### config.mk
export PLATFORM = sky130hd
export DESIGN_NAME = pipe_bshifter_flat
export DESIGN_NICKNAME = d
export VERILOG_FILES = /design/src/rtl/pipe_bshifter_if.sv /design/src/rtl/pipe_bshifter.sv /design/src/flat_wrapper.sv
export SDC_FILE = /design/constraint.sdc
export NUM_CORES = 1
export LEC_CHECK = 0
export ABC_AREA = 1
export CORE_AREA = 10 10 126 128
export DETAILED_ROUTE_END_ITERATION = 8
export DIE_AREA = 0 0 136 138
export PLACE_DENSITY_LB_ADDON = 0.1
export RECOVER_POWER = 50
export SLEW_MARGIN = 5
export SYNTH_ARGS = -nofsm -noshare
export SYNTH_HDL_FRONTEND = slang
export SYNTH_SLANG_ARGS = --single-unit
export TNS_END_PERCENT = 50
### constraint.sdc
create_clock -name clk -period 2.7 [get_ports clk]
set_input_delay 0.405 -clock clk [delete_from_list [all_inputs] [get_ports clk]]
set_output_delay 0.405 -clock clk [all_outputs]
set_load 0.05 [all_outputs]
### src/rtl/pipe_bshifter_if.sv
// ---------------------------------------------------------------------------
// pipe_bshifter_if
//   Operation and result channels of the pipelined barrel shifter.
//   Input channel  : in_valid/in_ready handshake with operand, shift amount,
//                    mode and sideband tag.
//   Output channel : out_valid/out_ready handshake with result and tag.
//   Modports       : master = producer of operations / consumer of results,
//                    slave  = the shifter itself.
// ---------------------------------------------------------------------------
interface pipe_bshifter_if #(
  parameter int DATA_WIDTH = 32,
  parameter int TAG_W      = 5
);
  localparam int SHAMT_W = $clog2(DATA_WIDTH);

  logic                  in_valid;
  logic                  in_ready;
  logic [DATA_WIDTH-1:0] in_data;
  logic [SHAMT_W-1:0]    in_shamt;
  logic [2:0]            in_mode;
  logic [TAG_W-1:0]      in_tag;

  logic                  out_valid;
  logic                  out_ready;
  logic [DATA_WIDTH-1:0] out_data;
  logic [TAG_W-1:0]      out_tag;

  modport master (
    output in_valid, in_data, in_shamt, in_mode, in_tag, out_ready,
    input  in_ready, out_valid, out_data, out_tag
  );

  modport slave (
    input  in_valid, in_data, in_shamt, in_mode, in_tag, out_ready,
    output in_ready, out_valid, out_data, out_tag
  );
endinterface

### src/rtl/pipe_bshifter.sv
// ---------------------------------------------------------------------------
// pipe_bshifter
//   Pipelined barrel shifter / rotator (SLL, SRL, SRA, ROL, ROR).
//   The log2(DATA_WIDTH) shift levels are spread over PIPE_STAGES register
//   stages; all stages advance together under a single valid/ready stall.
// Ports
//   clk   : clock, rising edge
//   rst   : synchronous reset, active-high (empties pipe, zeroes outputs)
//   flush : synchronous pipeline kill, active-high (drops all ops in flight
//           and any op offered in the same cycle)
//   bus   : pipe_bshifter_if.slave (operation in, result out)
// ---------------------------------------------------------------------------
module pipe_bshifter #(
  parameter int DATA_WIDTH  = 32,
  parameter int PIPE_STAGES = 2,
  parameter int TAG_W       = 5
) (
  input  logic           clk,
  input  logic           rst,
  input  logic           flush,
  pipe_bshifter_if.slave bus
);
  localparam int SHAMT_W       = $clog2(DATA_WIDTH);
  localparam int LVL_PER_STAGE = (SHAMT_W + PIPE_STAGES - 1) / PIPE_STAGES;

  typedef enum logic [2:0] {
    MODE_SLL = 3'b000,
    MODE_SRL = 3'b001,
    MODE_SRA = 3'b010,
    MODE_ROL = 3'b011,
    MODE_ROR = 3'b100
  } mode_e;

  // Everything an operation needs to finish its remaining levels travels
  // with it; sign is the original operand MSB, so SRA fill stays correct
  // after earlier levels have already shifted the data.
  typedef struct packed {
    logic                  valid;
    logic [DATA_WIDTH-1:0] data;
    logic [SHAMT_W-1:0]    shamt;
    logic [2:0]            mode;
    logic                  sign;
    logic [TAG_W-1:0]      tag;
  } stage_t;

  // First shift level handled by stage s.
  function automatic int lvl_lo(input int s);
    return s * LVL_PER_STAGE;
  endfunction

  // One past the last level handled by stage s; the last stage absorbs any
  // levels left over, earlier stages may end up with fewer than the quota.
  function automatic int lvl_hi(input int s);
    int hi;
    hi = (s + 1) * LVL_PER_STAGE;
    if (s == PIPE_STAGES - 1 || hi > SHAMT_W) hi = SHAMT_W;
    return hi;
  endfunction

  // Single level k: shift/rotate by 2**k according to mode.
  function automatic logic [DATA_WIDTH-1:0] shift_level(
    input logic [DATA_WIDTH-1:0] d,
    input int                    k,
    input logic [2:0]            mode,
    input logic                  sign
  );
    logic [DATA_WIDTH-1:0] res;
    logic [DATA_WIDTH-1:0] fill;
    int                    amt;
    amt  = 1 << k;
    fill = sign ? ~({DATA_WIDTH{1'b1}} >> amt) : '0;
    case (mode)
      MODE_SLL: res = d << amt;
      MODE_SRL: res = d >> amt;
      MODE_SRA: res = (d >> amt) | fill;
      MODE_ROL: res = (d << amt) | (d >> (DATA_WIDTH - amt));
      MODE_ROR: res = (d >> amt) | (d << (DATA_WIDTH - amt));
      default:  res = d;  // reserved modes pass the operand through
    endcase
    return res;
  endfunction

  logic adv;

  for (genvar s = 0; s < PIPE_STAGES; s++) begin : g_stage
    stage_t src;
    stage_t stage_d;
    stage_t stage_q;

    if (s == 0) begin : g_in
      assign src.valid = bus.in_valid;
      assign src.data  = bus.in_data;
      assign src.shamt = bus.in_shamt;
      assign src.mode  = bus.in_mode;
      assign src.sign  = bus.in_data[DATA_WIDTH-1];
      assign src.tag   = bus.in_tag;
    end else begin : g_chain
      assign src = g_stage[s-1].stage_q;
    end

    always_comb begin
      // NOTE: stage_d takes a full default before the conditional updates,
      // so no path leaves it unassigned and no latch is inferred.
      stage_d = src;
      for (int k = lvl_lo(s); k < lvl_hi(s); k++) begin
        if (src.shamt[k]) begin
          stage_d.data = shift_level(stage_d.data, k, src.mode, src.sign);
        end
      end
    end

    always_ff @(posedge clk) begin
      // NOTE: sequential state uses non-blocking assignments so every stage
      // samples its predecessor's pre-edge value regardless of process order.
      if (rst) begin
        // NOTE: the datapath is reset too, not just valid, because the
        // output data/tag must read zero after reset.
        stage_q <= '0;
      end else if (flush) begin
        stage_q.valid <= 1'b0;
      end else if (adv) begin
        stage_q <= stage_d;
      end
    end
  end

  // The whole pipe moves as one; a stalled output freezes every stage.
  assign adv           = !g_stage[PIPE_STAGES-1].stage_q.valid || bus.out_ready;
  assign bus.in_ready  = adv;
  assign bus.out_valid = g_stage[PIPE_STAGES-1].stage_q.valid;
  assign bus.out_data  = g_stage[PIPE_STAGES-1].stage_q.data;
  assign bus.out_tag   = g_stage[PIPE_STAGES-1].stage_q.tag;

endmodule

### src/flat_wrapper.sv
// flat-port wrapper written by rule: the top's interface ports become plain ports
module pipe_bshifter_flat 
#(
  parameter int DATA_WIDTH  = 32,
  parameter int PIPE_STAGES = 2,
  parameter int TAG_W       = 5
)
  (clk, rst, flush, bus_in_valid, bus_in_data, bus_in_shamt, bus_in_mode, bus_in_tag, bus_out_ready, bus_in_ready, bus_out_valid, bus_out_data, bus_out_tag);
  pipe_bshifter_if #(.DATA_WIDTH(DATA_WIDTH), .TAG_W(TAG_W)) bus_i ();
  input  logic clk;
  input  logic rst;
  input  logic flush;
  input wire logic [$bits(bus_i.in_valid)-1:0] bus_in_valid;
  input wire logic [$bits(bus_i.in_data)-1:0] bus_in_data;
  input wire logic [$bits(bus_i.in_shamt)-1:0] bus_in_shamt;
  input wire logic [$bits(bus_i.in_mode)-1:0] bus_in_mode;
  input wire logic [$bits(bus_i.in_tag)-1:0] bus_in_tag;
  input wire logic [$bits(bus_i.out_ready)-1:0] bus_out_ready;
  output wire logic [$bits(bus_i.in_ready)-1:0] bus_in_ready;
  output wire logic [$bits(bus_i.out_valid)-1:0] bus_out_valid;
  output wire logic [$bits(bus_i.out_data)-1:0] bus_out_data;
  output wire logic [$bits(bus_i.out_tag)-1:0] bus_out_tag;
  assign bus_i.in_valid = bus_in_valid;
  assign bus_i.in_data = bus_in_data;
  assign bus_i.in_shamt = bus_in_shamt;
  assign bus_i.in_mode = bus_in_mode;
  assign bus_i.in_tag = bus_in_tag;
  assign bus_i.out_ready = bus_out_ready;
  assign bus_in_ready = bus_i.in_ready;
  assign bus_out_valid = bus_i.out_valid;
  assign bus_out_data = bus_i.out_data;
  assign bus_out_tag = bus_i.out_tag;
  pipe_bshifter #(.DATA_WIDTH(DATA_WIDTH), .PIPE_STAGES(PIPE_STAGES), .TAG_W(TAG_W)) u_core (.clk(clk), .rst(rst), .flush(flush), .bus(bus_i));
endmodule
; ---- After elaboration in Yosys (flattened, before gate mapping)
; Index checks and enable logic that the tools add are counted.
[op_classes]
n_eq_ne = 8
muxes = 15
bitwise = 15
n_reduce_logical = 7
[ops]
columns = cell, n
row1 = $pmux 32 s5, 4
row2 = $mux 32, 10
row3 = $pmux 32 s4, 1
row4 = $or 24x32->32, 2
row5 = $or 28x32->32, 2
row6 = $or 30x32->32, 2
row7 = $or 31x32->32, 2
row8 = $or 16x32->32, 1
row9 = $or 32x1->32, 1
row10 = $or 32x16->32, 1
row11 = $or 32x2->32, 1
row12 = $or 32x4->32, 1
row13 = $or 32x8->32, 1
row14 = $eq 3x2->1 const B, 4
row15 = $eq 3x1->1 const B, 2
row16 = $eq 3x3->1 const B, 2
row17 = $logic_not 3->1, 2
row18 = $reduce_or 2->1, 2
row19 = $reduce_and 2->1, 1
row20 = $logic_not 1->1, 1
row21 = $logic_or 1x1->1, 1
row22 = $not 1->1, 1
[totals]
regBits = 85
in_bits = 50
output_inout_bits = 39
elab_cells = 54

; ---- Logic depth before layout (Yosys ltp)
[depth]
ltp_word = 10
depth_mapped = 15

; ---- Least setup slack after synthesis
; Ideal clock, no wire load.
[synth_timing]
path_kind = reg2reg
startpoint = register u_core.g_stage[1].stage_q, in the netlist u_core.bus.out_valid
endpoint = register u_core.g_stage[1].stage_q, in the netlist u_core.bus.out_data[24]
setup_ns = 0.132
arrival_time_ns = 1.573
required_time_ns = 2.568
setup_slack_ns = 0.995
path_stages_with_launch = 9
path_buffers = 1
synth_period_minus_slack_ns = 1.705
cell_sequence = dfxtp_1 > inv_1 > nor2_1 > nor2_1 > inv_2 > buf_1 > a21oi_1 > nand2_1 > a21oi_1
[synth_between]
elab_chain_len = 3
[synth_lines]
columns = element, line
row1 = "start, declared", pipe_bshifter.sv:88  ; stage_t stage_q;
row2 = "start signal, assigned", pipe_bshifter.sv:122  ; stage_q <= stage_d;
row3 = $logic_not 1->1, pipe_bshifter.sv:128  ; assign adv = !g_stage[PIPE_STAGES-1].stage_q.valid || bus.out_ready;
row4 = $logic_or 1x1->1, pipe_bshifter.sv:128
row5 = $reduce_and 2->1 (no source line), --
; Every way passes these cells.
; A chain may end at the register's enable or synchronous reset.

; ---- Worst setup path after layout
[layout_timing]
startpoint = register u_core.g_stage[0].stage_q[7] (netlist name)
endpoint = register u_core.g_stage[1].stage_q, in the netlist u_core.bus.out_data[17]
[layout_between]
elab_chain_len = 6
word_cells_on_any_way = 11
classes_between = 4 x eq/ne / 4 x mux / 1 x bitwise / 2 x reduce/logical
[layout_lines]
columns = element, line
row1 = "start, declared", pipe_bshifter.sv:88
row2 = "start signal, assigned", pipe_bshifter.sv:122
row3 = "$eq 3x3->1, or another cell as far along", pipe_bshifter.sv:72  ; case (mode)
row4 = $pmux 32 s5, pipe_bshifter.sv:72
row5 = $mux 32, pipe_bshifter.sv:106  ; if (src.shamt[k]) begin
row6 = $or 32x16->32, "pipe_bshifter.sv:76, pipe_bshifter.sv:77"
row7 = $pmux 32 s4, pipe_bshifter.sv:72
row8 = $mux 32 *, pipe_bshifter.sv:106
; Every way passes the cells marked *; elsewhere a longest branch is shown, timed or not.

==> summary.txt <==
Diode count - 0
CTS tree - done
Largest net degree at the start of global routing - 71
H-tree levels - 3
Grt ovf - 0
Critical Path Fanout Max - 23
Final hold viol count - 0
Max-Cap Viols - 0
Post_cts resized - 0
Initial antenna violation count - 0
RSZ-0062 raised after global routing - no
Cell Area, Placed - 0.007615 mm2
Vias in the first global route - 6817
Fin area - 0.007904 mm2
Clk sink count - 82
Final Cycle Share - 0.8804
Placeable core area - 0.01350 mm2
Critical Path End Type - flop
Mapped Cells - 1114
RePlAce Congestion - 0.9452
Cell Rows - 43
Warnings from Yosys - 0
Cell area after synthesis - 0.006561 mm2
Residual DRC count - 0
Synth Area in Adders - 0
Final setup fails - 0
Later-pin clock latency in the skew report - 0.34 ns
Die area - 0.01877 mm2
Status - completed
Peak VDD IR - 388.6 uV
Max Slew Vio Count - 0
Final setup skew - 0.006769 ns
First-pass GRT wire length - 35.67 mm
Fmax - 420.7 MHz
NumNets Final - 1223
Layout cells sized above 1 - 0.09338
Die H - 138 um
Die Wd - 136 um
Hold_buf cts - 0
Initial drt markers - 858
DR vias - 7617
Dpl hpwl - 16.84 mm
Worst min path class - flop to flop
CP arrival - 2.58 ns
Vias per cell - 5.609
CP Class - flop to flop
Max_slew headroom - 0.5672
Num CTS Buffers - 9
Flops & latches, synth - 82
P&R area growth vs syn - 20.46%
Syn_area_per_cell - 5.890 um2
Setup bufs post-CTS - 0
Clock Tree Buf Depth - 2
Simple-gate share of the synthesized area - 0.4613
Distinct cells, synth - 29
Worst EP required - 2.91 ns
I/O Buffers - 88
Clock transition at path regs - 0.06 ns
Antenna Violating Nets Remaining - 0
Min Tclk post-route - 2.377 ns
XOR/XNOR Fraction of Synth Area - 0
Combinational family with the most area after synthesis - simple AND/OR/NAND/NOR gates
Seq/Total Area, Yosys - 0.2502
Mux cell area share after synthesis - 0
Syn nets - 1164
Routed WL - 22.29 mm
CTS root buf - clkbuf_16
Routed length per placed instance - 16.41 um
Drt pass-1 iters - 6
Tot GR Track Use - 0.2296
Leakage power - 3.523 nW
Final setup TNS - 0 ns
Worst slew pin tran - 0.6491 ns
PD cells - 512.1 mW/mm2
Layout fillers - 1387
Initial Utilization - 0.4859
IO Pins - 89
Worst setup SP type - flop
Compound-Gate Fraction of Synth Area - 0.1855
## routing by layer
metal / up-vias / share of wire / routed length (um) / GRT usage
met5: - / 0 / 0 / 0
li1: 3850 / - / - / -
met1: 3434 / 0.47 / 10470 / 0.3302
met4: 0 / 0.011 / 252 / 0.04319
met3: 27 / 0.078 / 1740 / 0.03696
met2: 306 / 0.44 / 9820 / 0.3524
## worst max-delay path, cell delays in order (launching register included)
cell	delay, ns
dfxtp_1	0.41
inv_1	0.09
nand2_2	0.10
nor2_2	0.05
inv_1	0.30
nand2_2	0.13
nor2_4	0.45
o221ai_1	0.17
o21ai_0	0.17
nand2_1	0.09
nand3_1	0.19
a21oi_1	0.09
## cells by family (layout without fill, tap and decap cells)
logic type | Yosys count | count (layout)
buf+inv | 149 | 213
flops | 82 | 82
compound gates | 216 | 216
simple gates | 667 | 667
## synth_stat cells
master	count	share of area
nand2_1	331	0.19
nand3_1	193	0.15
a21oi_1	118	0.090
dfxtp_1	82	0.25
nor2_1	73	0.042
inv_1	70	0.040
o21ai_0	49	0.037
clkbuf_1	34	0.019
o221ai_1	30	0.040
nand3_2	26	0.040
or2_2	17	0.016
or2_1	15	0.014
buf_2	14	0.011
buf_4	12	0.014
buf_6	7	0.012
o22ai_1	7	0.0067
inv_2	6	0.0034
nand2_2	6	0.0057
o21ai_1	6	0.0046
buf_1	5	0.0029
nor2_2	3	0.0029
o211ai_1	3	0.0034
a211oi_1	1	0.0011
a31oi_1	1	0.00095
clkbuf_2	1	0.00076
nand2_4	1	0.0017
nor2_4	1	0.0017
nor3_1	1	0.00076
o21ai_2	1	0.0013
## sequential cells by signal (all words and copies together) (netlist names)
name	cells
u_core.bus.out_valid	1
u_core.g_stage.stage_q	44
u_core.bus.out_data	32
u_core.bus.out_tag	5
## cell type report
class                   instances  area [um2]  share of cell area
repair buffers                121        1205              0.1524
clock buffers                   9       225.2             0.02849
flip-flops and latches         82        1642              0.2077
multi-input cells             883        4252              0.5379
well taps                     180       225.2             0.02849
inverters                      76       285.3             0.03609
clock inverters                 7       70.07            0.008865
## worst paths after layout
| check | from | to | slack [ns] | depth (start not counted) |
|---|---|---|---|---|
| setup / recovery | u_core.g_stage[0].stage_q[7] | u_core.bus.out_data[17] | 0.32 | 11 |
| hold / removal | u_core.g_stage[0].stage_q[46] | u_core.bus.out_valid | 0.46 | 2 |
| setup reg to reg | u_core.g_stage[0].stage_q[7] | u_core.bus.out_data[17] | 0.32 | 11 |
| hold reg to reg | u_core.g_stage[0].stage_q[46] | u_core.bus.out_valid | 0.46 | 2 |
## per-stage QoR
stage	hold WS (ns)	setup WS [ns]	util	total power, mW	instances
after CTS	0.4650	0.4465	0.5858	4.069	1358
after global routing	0.4796	0.1626	0.5853	4.270	1358
after floorplan	0.4318	0.9948	-	2.419	1114
final	0.4610	0.3230	0.5853	4.048	1358
after global placement	0.4552	0.1228	0.5639	2.871	1342
after detailed placement	0.4561	0.09894	0.5639	2.872	1342
## layout by cell type (no fill, tap or decap), drive strengths merged
master and instances:
bufinv 1, clkinvlp 1, nor2 77, nand3 219, o221ai 30, buf 32
clkinv 5, or2 32, dfxtp 82, clkbuf 11, o211ai 3, clkdlybuf4s50 47
o21ai 56, dlygate4sd3 40, a211oi 1, nand2 338, o22ai 7, a21oi 118
inv 76, a31oi 1, nor3 1
## power breakdown
group,total (mW),switching (mW),internal [mW]
Clock,1.20,0.487,0.713
Combinational,1.47,0.979,0.495
Sequential,1.37,0.0650,1.31
Total,4.05,1.53,2.52
(Power assumes the default switching activity.)
